[src/rtl/bus_arbiter_reg.sv]
// bus_arbiter_reg: fixed-priority shared-bus selector (highest enabled index wins).
// Provides a same-cycle combinational bus, a registered bus copy with a hold
// register, and multi-driver conflict detection with a sticky flag and a
// saturating counter.
// Optional build macro: BUS_ARBITER_PARITY_EN adds bus_par / par_chk_err.
module bus_arbiter_reg #(
    parameter  int WIDTH = 32,
    parameter  int NSRC  = 25,
    parameter  int CNT_W = 8,
    localparam int SEL_W = (NSRC > 1) ? $clog2(NSRC) : 1
) (
    input  logic                   clk,
    input  logic                   clr,
    input  logic [WIDTH*NSRC-1:0]  src_data,
    input  logic [NSRC-1:0]        src_oe,
    input  logic                   err_clr,
    output logic [WIDTH-1:0]       bus_comb,
    output logic [WIDTH-1:0]       bus_out,
    output logic                   bus_valid,
    output logic [SEL_W-1:0]       bus_sel,
    output logic                   conflict,
    output logic                   conflict_sticky,
    output logic [CNT_W-1:0]       conflict_cnt
`ifdef BUS_ARBITER_PARITY_EN
   ,output logic                   bus_par,
    output logic                   par_chk_err
`endif
);

    // Source words unpacked for readable indexing.
    logic [WIDTH-1:0] words [NSRC];

    generate
        for (genvar gi = 0; gi < NSRC; gi++) begin : g_words
            assign words[gi] = src_data[gi*WIDTH +: WIDTH];
        end
    endgenerate

    // The hold register doubles as bus_out: both carry the last driven value.
    logic [WIDTH-1:0] hold_q, hold_d;
    logic             valid_q, valid_d;
    logic [SEL_W-1:0] sel_q, sel_d;
    logic             conflict_q, conflict_d;
    logic             sticky_q, sticky_d;
    logic [CNT_W-1:0] cnt_q, cnt_d;

    logic [SEL_W-1:0] win_idx;
    logic [WIDTH-1:0] win_data;
    logic             any_en;
    logic             multi_en;

    // Priority select: later (higher) indices overwrite earlier ones; defaults
    // keep the encoder defined when no source is enabled.
    always_comb begin
        win_idx  = '0;
        win_data = '0;
        for (int i = 0; i < NSRC; i++) begin
            if (src_oe[i]) begin
                win_idx  = SEL_W'(i);
                win_data = words[i];
            end
        end
    end

    // Two or more enables: clearing the lowest set bit leaves something behind.
    assign any_en   = |src_oe;
    assign multi_en = |(src_oe & (src_oe - NSRC'(1)));

    assign bus_comb = any_en ? win_data : hold_q;

    // Next-state for bus copy, flags and the saturating conflict counter.
    always_comb begin
        hold_d     = hold_q;
        sel_d      = sel_q;
        valid_d    = any_en;
        conflict_d = multi_en;
        sticky_d   = sticky_q;
        cnt_d      = cnt_q;

        if (any_en) begin
            hold_d = win_data;
            sel_d  = win_idx;
        end

        // A fresh conflict outranks a clear request.
        if (multi_en) begin
            sticky_d = 1'b1;
        end else if (err_clr) begin
            sticky_d = 1'b0;
        end

        if (err_clr) begin
            cnt_d = multi_en ? CNT_W'(1) : '0;
        end else if (multi_en && (cnt_q != {CNT_W{1'b1}})) begin
            cnt_d = cnt_q + CNT_W'(1);
        end
    end

    // State registers with synchronous reset taking priority.
    always_ff @(posedge clk) begin
        if (clr) begin
            hold_q     <= '0;
            valid_q    <= 1'b0;
            sel_q      <= '0;
            conflict_q <= 1'b0;
            sticky_q   <= 1'b0;
            cnt_q      <= '0;
        end else begin
            hold_q     <= hold_d;
            valid_q    <= valid_d;
            sel_q      <= sel_d;
            conflict_q <= conflict_d;
            sticky_q   <= sticky_d;
            cnt_q      <= cnt_d;
        end
    end

    assign bus_out         = hold_q;
    assign bus_valid       = valid_q;
    assign bus_sel         = sel_q;
    assign conflict        = conflict_q;
    assign conflict_sticky = sticky_q;
    assign conflict_cnt    = cnt_q;

`ifdef BUS_ARBITER_PARITY_EN
    logic par_q, par_d;
    logic par_err_q, par_err_d;

    // Parity travels with the loaded word; checker compares stored pair.
    always_comb begin
        par_d     = any_en ? (^win_data) : par_q;
        par_err_d = (^hold_q) != par_q;
    end

    // Parity and checker registers.
    always_ff @(posedge clk) begin
        if (clr) begin
            par_q     <= 1'b0;
            par_err_q <= 1'b0;
        end else begin
            par_q     <= par_d;
            par_err_q <= par_err_d;
        end
    end

    assign bus_par     = par_q;
    assign par_chk_err = par_err_q;
`endif

endmodule

[config.mk]
export PLATFORM = sky130hd
export DESIGN_NAME = bus_arbiter_reg
export DESIGN_NICKNAME = d
export VERILOG_FILES = /design/src/rtl/bus_arbiter_reg.sv
export SDC_FILE = /design/constraint.sdc
export NUM_CORES = 1
export LEC_CHECK = 0
export CORE_AREA = 2 2 355 357
export CTS_BUF_LIST = sky130_fd_sc_hd__clkbuf_16
export DETAILED_ROUTE_END_ITERATION = 8
export DIE_AREA = 0 0 357 359
export PLACE_DENSITY = 0.3
export SETUP_SLACK_MARGIN = 0.2
export SKIP_CTS_REPAIR_TIMING = 1
export SYNTH_ARGS = -nofsm -noshare
export SYNTH_HDL_FRONTEND = slang
export SYNTH_SLANG_ARGS = --single-unit
[constraint.sdc]
create_clock -name clk -period 3.7 [get_ports clk]
set_input_delay 0.74 -clock clk [delete_from_list [all_inputs] [get_ports clk]]
set_output_delay 0.74 -clock clk [all_outputs]
set_load 0.1 [all_outputs]
; Word level (Yosys, flattened, before mapping)
; Cells that the tools add are included.
[word_totals]
ff_bits = 48
wordCells = 70
output_inout_bits = 80
inputBits = 828
[op_classes]
mux = 55
bitwise = 1
n_addsub = 2
n_reduce_logical = 5
eq_ne = 1
[ops]
columns = op, n
row1 = two-way mux 32 bit, 26
row2 = two-way mux 5 bit, 23
row3 = OR reduction 25 bit, 2
row4 = bitwise AND 25 bit, 1
row5 = subtractor 25 x 1 -> 25 bit (second input constant), 1
row6 = two-way mux 8 bit, 2
row7 = adder 8 x 1 -> 8 bit (second input constant), 1
row8 = inequality test 8 bit (second input constant), 1
row9 = two-way mux 1 bit, 4
row10 = nonzero test 2 bit, 2
row11 = logical AND 1 bit, 1

; Logic depth before layout (Yosys ltp)
; Gate-level depths: netlist of run 1.
[depth]
ltp_word = 26
mapped_depth = 12
ltp_nobuf = 8

; Worst setup path after synthesis of run 1
; No wires, ideal clock.
[synth_path]
path_kind = input -> output
startpoint = input port src_oe[11]
endpoint = output port bus_comb[30]
t_arrival_ns = 4.765
required_time_ns = 2.960
setup_slack_ns = -1.805
cell_stages = 10
path_buffers = 3
cell_sequence = buf_6 or2_1 buf_2 or3_1 clkbuf_2 a311oi_1 o21ai_0 a2111oi_0 a2111oi_0 o31ai_1
[synth_between]
elab_chain_len = 15
[synth_lines]
columns = element, line_no
row1 = from (decl), 15  ; input logic [NSRC-1:0] src_oe,
row2 = two-way mux 32 bit (14 in a row), 58  ; if (src_oe[i]) begin
row3 = two-way mux 32 bit (*), -
row4 = to (decl), 17  ; output logic [WIDTH-1:0] bus_comb,
; Mark *: on every way between the ends. The rest lies on a longest branch, timed or not.

; Final worst setup path of run 1
[layout_path]
startpoint = input port src_oe[4]
endpoint = output port bus_comb[23]
[layout_between]
elab_chain_len = 22
[layout_lines]
columns = element, line_no
row1 = two-way mux 32 bit (21 in a row), 58
row2 = two-way mux 32 bit (*), -
; Marks and branches as above.

==> impl_metrics.yaml, run 1 <==
run_status:
  outcome: "complete, but fails checks"
  violations: "negative setup slack"
die:
  die_x_um: 357
  rows: 130
  num_io_pins: 908
  start_util_pct: 7.45
  core_area_um2: 125000
  die-area_um2: 128000
  die_h_um: 359
setup_path:
  slowest_delay_ps: 460
  path_buf_inv: 5
  path_class: "in -> out"
  r2r_slack_ps: 1730
  r2r_start: "conflict_cnt[3]"
  cp.required_ps: 2960
  worst_ep_arrival_time_ps: 3520
  slowest_stage: "a2111oi_4"
  timing.critical_path.from: "src_oe[4]"
  endpoint_kind: "output port"
  cp_top_family: "compound AO/OA/AOI/OAI gates"
  crit_chain: "buf_8 > or3_4 > buf_12 > buf_6 > a211o_1 > a311oi_2 > buf_4 > o21ai_4 > a2111oi_4 > a2111oi_4 > o31ai_4 > buf_12"
  critPathLaunchType: "primary input"
  path_max_fanout: 6
synthesis:
  synthDistinctLibCells: 61
  netlist.area_leader.share_pct: 18.2
  synthCells: 1366
  avgSynthCellArea_um2: 6.79
  syn_area_um2: 9280
  ys_seq_area_share_pct: 10.4
  ys_seq_elements: 48
  synth_fp_nets: 2195
  synthArstFlopShare_pct: 0
  synth_ff_type: "dfxtp_1"
  yosysTopAreaCell: "a221oi_1"
  yosys_warnings: 0
  ys_top_cells_by_area: "a221oi_1, nor2b_1, dfxtp_1, clkbuf_1, a2111oi_0"
  synth-edff-count: 0
routing:
  num_vias: 16669
  ant_nets: 0
  drcViolationCount: 0
  drtIter0Drc: 1140
  routed_wl_um: 121000
  via_per_inst: 4.08
  drt_pass1_iterations: 4
  routedWlPerCell_um: 29.5
finish:
  area_growth_pct: 170
  mostFrequentLayoutCells: "clkdlybuf4s50_1, buf_4, a221oi_1"
  final_common_cell: "clkdlybuf4s50_1"
  fin_nets: 3252
  final_cells: 4087
  postLayoutCellArea_um2: 25100
  drive_gt1_share_pct: 25.3
sta:
  setup_slack_ps: -561
  fmax_mhz: 235
  slew_headroom_pct: 28.5
  fin_skew_ps: 15.5
  period_share_pct: 115
  worst_pin_slew_ps: 1070
  finalCriticalPeriod_ps: 4260
  setup-tns-final_ps: -13480
  slew_viol_final: 0
  setup_violations: 32
  rsz0062_at_grt: "yes"
  hold_viol: 0
place:
  place_hpwl_um: 104000
  place.gp.congestion: 0.896
  place_area_um2: 23400
  dp_slack_ps: -1400
  io_buffers: 907
  placed_cells: 4029
power:
  p_total_uw: 4290
  leakage_uw: 0.00842
  power_density_nw_per_um2: 171
  vdd_drop_max_mv: 0.156
clock_network:
  tritoncts: "yes"
  clock-root-buffer: "clkbuf_16"
  clkLatencyLatePin_ps: 330
  clk_path_buf_depth: 2
  h-tree-depth: 2
  cts_buffers: 5
  cts_sinks: 48
  clkTransAtPathRegs_ps: 90
min_path:
  hold_path_class: "reg -> reg"
  min_from: "conflict_sticky"
global_routing:
  grt_start_max_net_pins: 65
  grt_overflow_total: 0
  grt_pass1_wl_um: 153000
  antenna_found_initial: 42
  first_global_vias: 17456
  grt_usage_pct: 17.4
run:
  drv_cap: 0
==> through the flow <==
stage | hold WS (ps) | utilization, %
after global placement | 442 | 18.8
after CTS | 471 | 18.9
after floorplan | 901 | -
final | 463 | 20.1
after global routing | 512 | 20.1
after detailed placement | 450 | 18.8
==> logic make-up after synthesis <==
group                    synth area share (%)
adder cells (fa/ha/maj)                 0.135
flip-flops                               10.4
AND/OR/NAND/NOR                          29.8
buffers and inverters                    8.04
AO/OA/AOI/OAI                            51.4
multiplexers                            0.108
XOR/XNOR                               0.0944
==> worst paths after layout <==
check	to	cells past startpoint
setup / recovery	bus_comb[23]	12
setup reg to reg	conflict_cnt[7]	6
hold / removal	conflict_sticky	1
hold reg to reg	conflict_sticky	1
==> flip-flops by register name, indices dropped and copies added (netlist names) <==
signal / count
bus_out: 32
bus_valid: 1
conflict_cnt: 8
bus_sel: 5
conflict_sticky: 1
conflict: 1
==> layout make-up <==
type	count	area, um^2
clock buffers	5	125
flip-flops and latches	48	961
clock inverters	3	17.5
well taps	1650	2060
repair buffers	1226	12400
diodes	13	32.5
multi-input cells	1132	9490
inverters	10	37.5
fillers	13907	99500
==> synth_stat cells (2+ instances only) <==
master     count
nor3_1        74
or2_2          2
nand2_1       76
buf_1          4
a2111oi_0     65
a21o_1         2
nor2_1       148
a21oi_1       75
o31ai_2       30
o21bai_1       2
and3_1         2
a31o_2         3
or3_1          6
o31a_1        34
buf_6          5
o21ai_0       11
dfxtp_1       48
nand3b_1      32
and2_1         3
a211o_1       32
nor2b_1      166
clkbuf_1     159
a22o_1         2
inv_1          8
a311oi_1      32
a221oi_1     193
or4_1          3
a211oi_1       7
o21ai_1       30
o22ai_1       33
nand3_1        2
buf_2          7
nor4_1         6
o31ai_1       37
==> routing by layer <==
layer,vias to the layer above,routed length (um),global-route usage [%]
met2,702,59700,30.5
li1,7612,-,-
met3,115,8320,3.70
met5,-,188,0
met1,8210,50500,22.0
met4,30,2050,2.62
==> worst register-to-register path, stage by stage, from the launching register on <==
cell and delay [ps]:
dfxtp_1 390, and3_1 200, and2_1 190, and4_1 260, a211oi_2 460, a21oi_1 140, a31o_2 220
==> power by group <==
| group | internal (uW) | total (uW) | switching, uW |
|---|---|---|---|
| logic | 1540 | 3180 | 1650 |
| registers | 548 | 569 | 21.0 |
| clock network | 253 | 538 | 285 |
No activity file was read; power rests on OpenSTA's default activity.
==> inputs of run 2 (changes only) <==
--- a/config.mk
+++ b/config.mk
@@ -9,6 +9,7 @@
 export CTS_BUF_LIST = sky130_fd_sc_hd__clkbuf_16
 export DETAILED_ROUTE_END_ITERATION = 8
 export DIE_AREA = 0 0 357 359
+export GPL_ROUTABILITY_DRIVEN = 0
 export PLACE_DENSITY = 0.3
 export SETUP_SLACK_MARGIN = 0.2
 export SKIP_CTS_REPAIR_TIMING = 1
==> impl_metrics.yaml, run 2 (same netlist as run 1, synthesis figures left out) <==
setup_path:
  path_class: "in -> out"
  path_max_fanout: 10
  cp.required_ps: 2960
  worst_ep_arrival_time_ps: 3470
  critPathLaunchType: "primary input"
  endpoint_kind: "output port"
die:
  die_h_um: 359
  start_util_pct: 7.45
  core_area_um2: 125000
  num_io_pins: 908
  rows: 130
  die-area_um2: 128000
  die_x_um: 357
global_routing:
  antenna_found_initial: 58
  grt_usage_pct: 17.3
  first_global_vias: 17486
  grt_overflow_total: 0
  grt_start_max_net_pins: 58
  grt_pass1_wl_um: 153000
finish:
  drive_gt1_share_pct: 23.9
  largest_register_ffs: 32
  area_growth_pct: 168
  mostFrequentLayoutCells: "clkdlybuf4s50_1, buf_4, a221oi_1"
  final_common_cell: "clkdlybuf4s50_1"
  final_cells: 4069
  nFillCells: 13978
  fin_nets: 3219
sta:
  hold_viol: 0
  setup-tns-final_ps: -12990
  worst_pin_slew_ps: 1060
  rsz0062_at_grt: "yes"
  slew_viol_final: 0
  finalCriticalPeriod_ps: 4210
  fmax_mhz: 237
  period_share_pct: 114
  slew_headroom_pct: 28.9
  setup_slack_ps: -514
  fin_skew_ps: 12.1
  setup_violations: 32
run:
  drv_cap: 0
min_path:
  hold_path_class: "reg -> reg"
routing:
  routed_wl_um: 120000
  drt_pass1_iterations: 5
  drcViolationCount: 0
  routedWlPerCell_um: 29.5
  drtIter0Drc: 1116
  via_per_inst: 4.04
  num_vias: 16433
  ant_nets: 0
power:
  vdd_drop_max_mv: 0.154
  power_density_nw_per_um2: 171
  leakage_uw: 0.00826
clock_network:
  clk_path_buf_depth: 2
  clkLatencyLatePin_ps: 330
  cts_buffers: 5
  h-tree-depth: 2
  tritoncts: "yes"
  cts_sinks: 48
  clock-root-buffer: "clkbuf_16"
  clkTransAtPathRegs_ps: 90
place:
  place_hpwl_um: 103000
  io_buffers: 907
  placed_cells: 4010
run_status:
  violations: "negative setup slack"
  outcome: "complete, but fails checks"
[run 2: cell count changes in the layout (fill, tap and decap cells not counted), sizes merged]
cell,delta
buf,-33
diode,+16
inv,-1
[run 2: per-stage QoR]
step                      hold WS, ps  setup slack, ps  util, %  instance area, um^2  power [uW]
after global placement            439            -1540     18.7                23300        3630
after global routing              491             -595     20.0                24900        4450
after detailed placement          440            -1390     18.7                23300        3630
after floorplan                   901             -401        -                10200        1800
after CTS                         462            -1410     18.8                23400        4190
final                             458             -514     20.0                24900        4260
[run 2: power breakdown]
group | switching (uW) | internal (uW) | total, uW
registers | 20.9 | 548 | 569
clock network | 277 | 249 | 526
logic | 1640 | 1520 | 3160
total | 1940 | 2320 | 4260
[run 2: worst paths after layout]
path	startpoint	to	slack, ps	cells past startpoint
setup / recovery	src_oe[11]	bus_comb[27]	-510	12
hold / removal	conflict_sticky	conflict_sticky	460	1
setup reg to reg	conflict_cnt[3]	conflict_cnt[7]	1750	6
hold reg to reg	conflict_sticky	conflict_sticky	460	1
[run 2: final cells by class]
| class | count | area (um^2) | share of cell area, % |
|---|---|---|---|
| Timing Repair Buffer | 1193 | 12200 | 48.9 |
| Inverter | 10 | 37.5 | 0.151 |
| Tap cell | 1650 | 2060 | 8.29 |
| Antenna cell | 29 | 72.6 | 0.292 |
| Multi-Input combinational cell | 1132 | 9450 | 38.0 |
| Clock inverter | 2 | 12.5 | 0.0503 |
| Clock buffer | 5 | 125 | 0.503 |
| Sequential cell | 48 | 961 | 3.86 |
[run 2: metal layers]
metal / GRT usage [%] / wire length, um
met1: 21.8 / 51400
met2: 29.2 / 58400
met3: 4.39 / 7940
met4: 4.50 / 2100
met5: 0 / 162
[run 2: critical path: stages]
cell	delay (ps)
buf_4	130
or2_4	250
or3_4	370
buf_12	160
clkbuf_16	190
a311oi_4	320
buf_4	180
o21ai_1	120
a2111oi_4	360
a2111oi_2	120
o31ai_4	310
buf_12	210
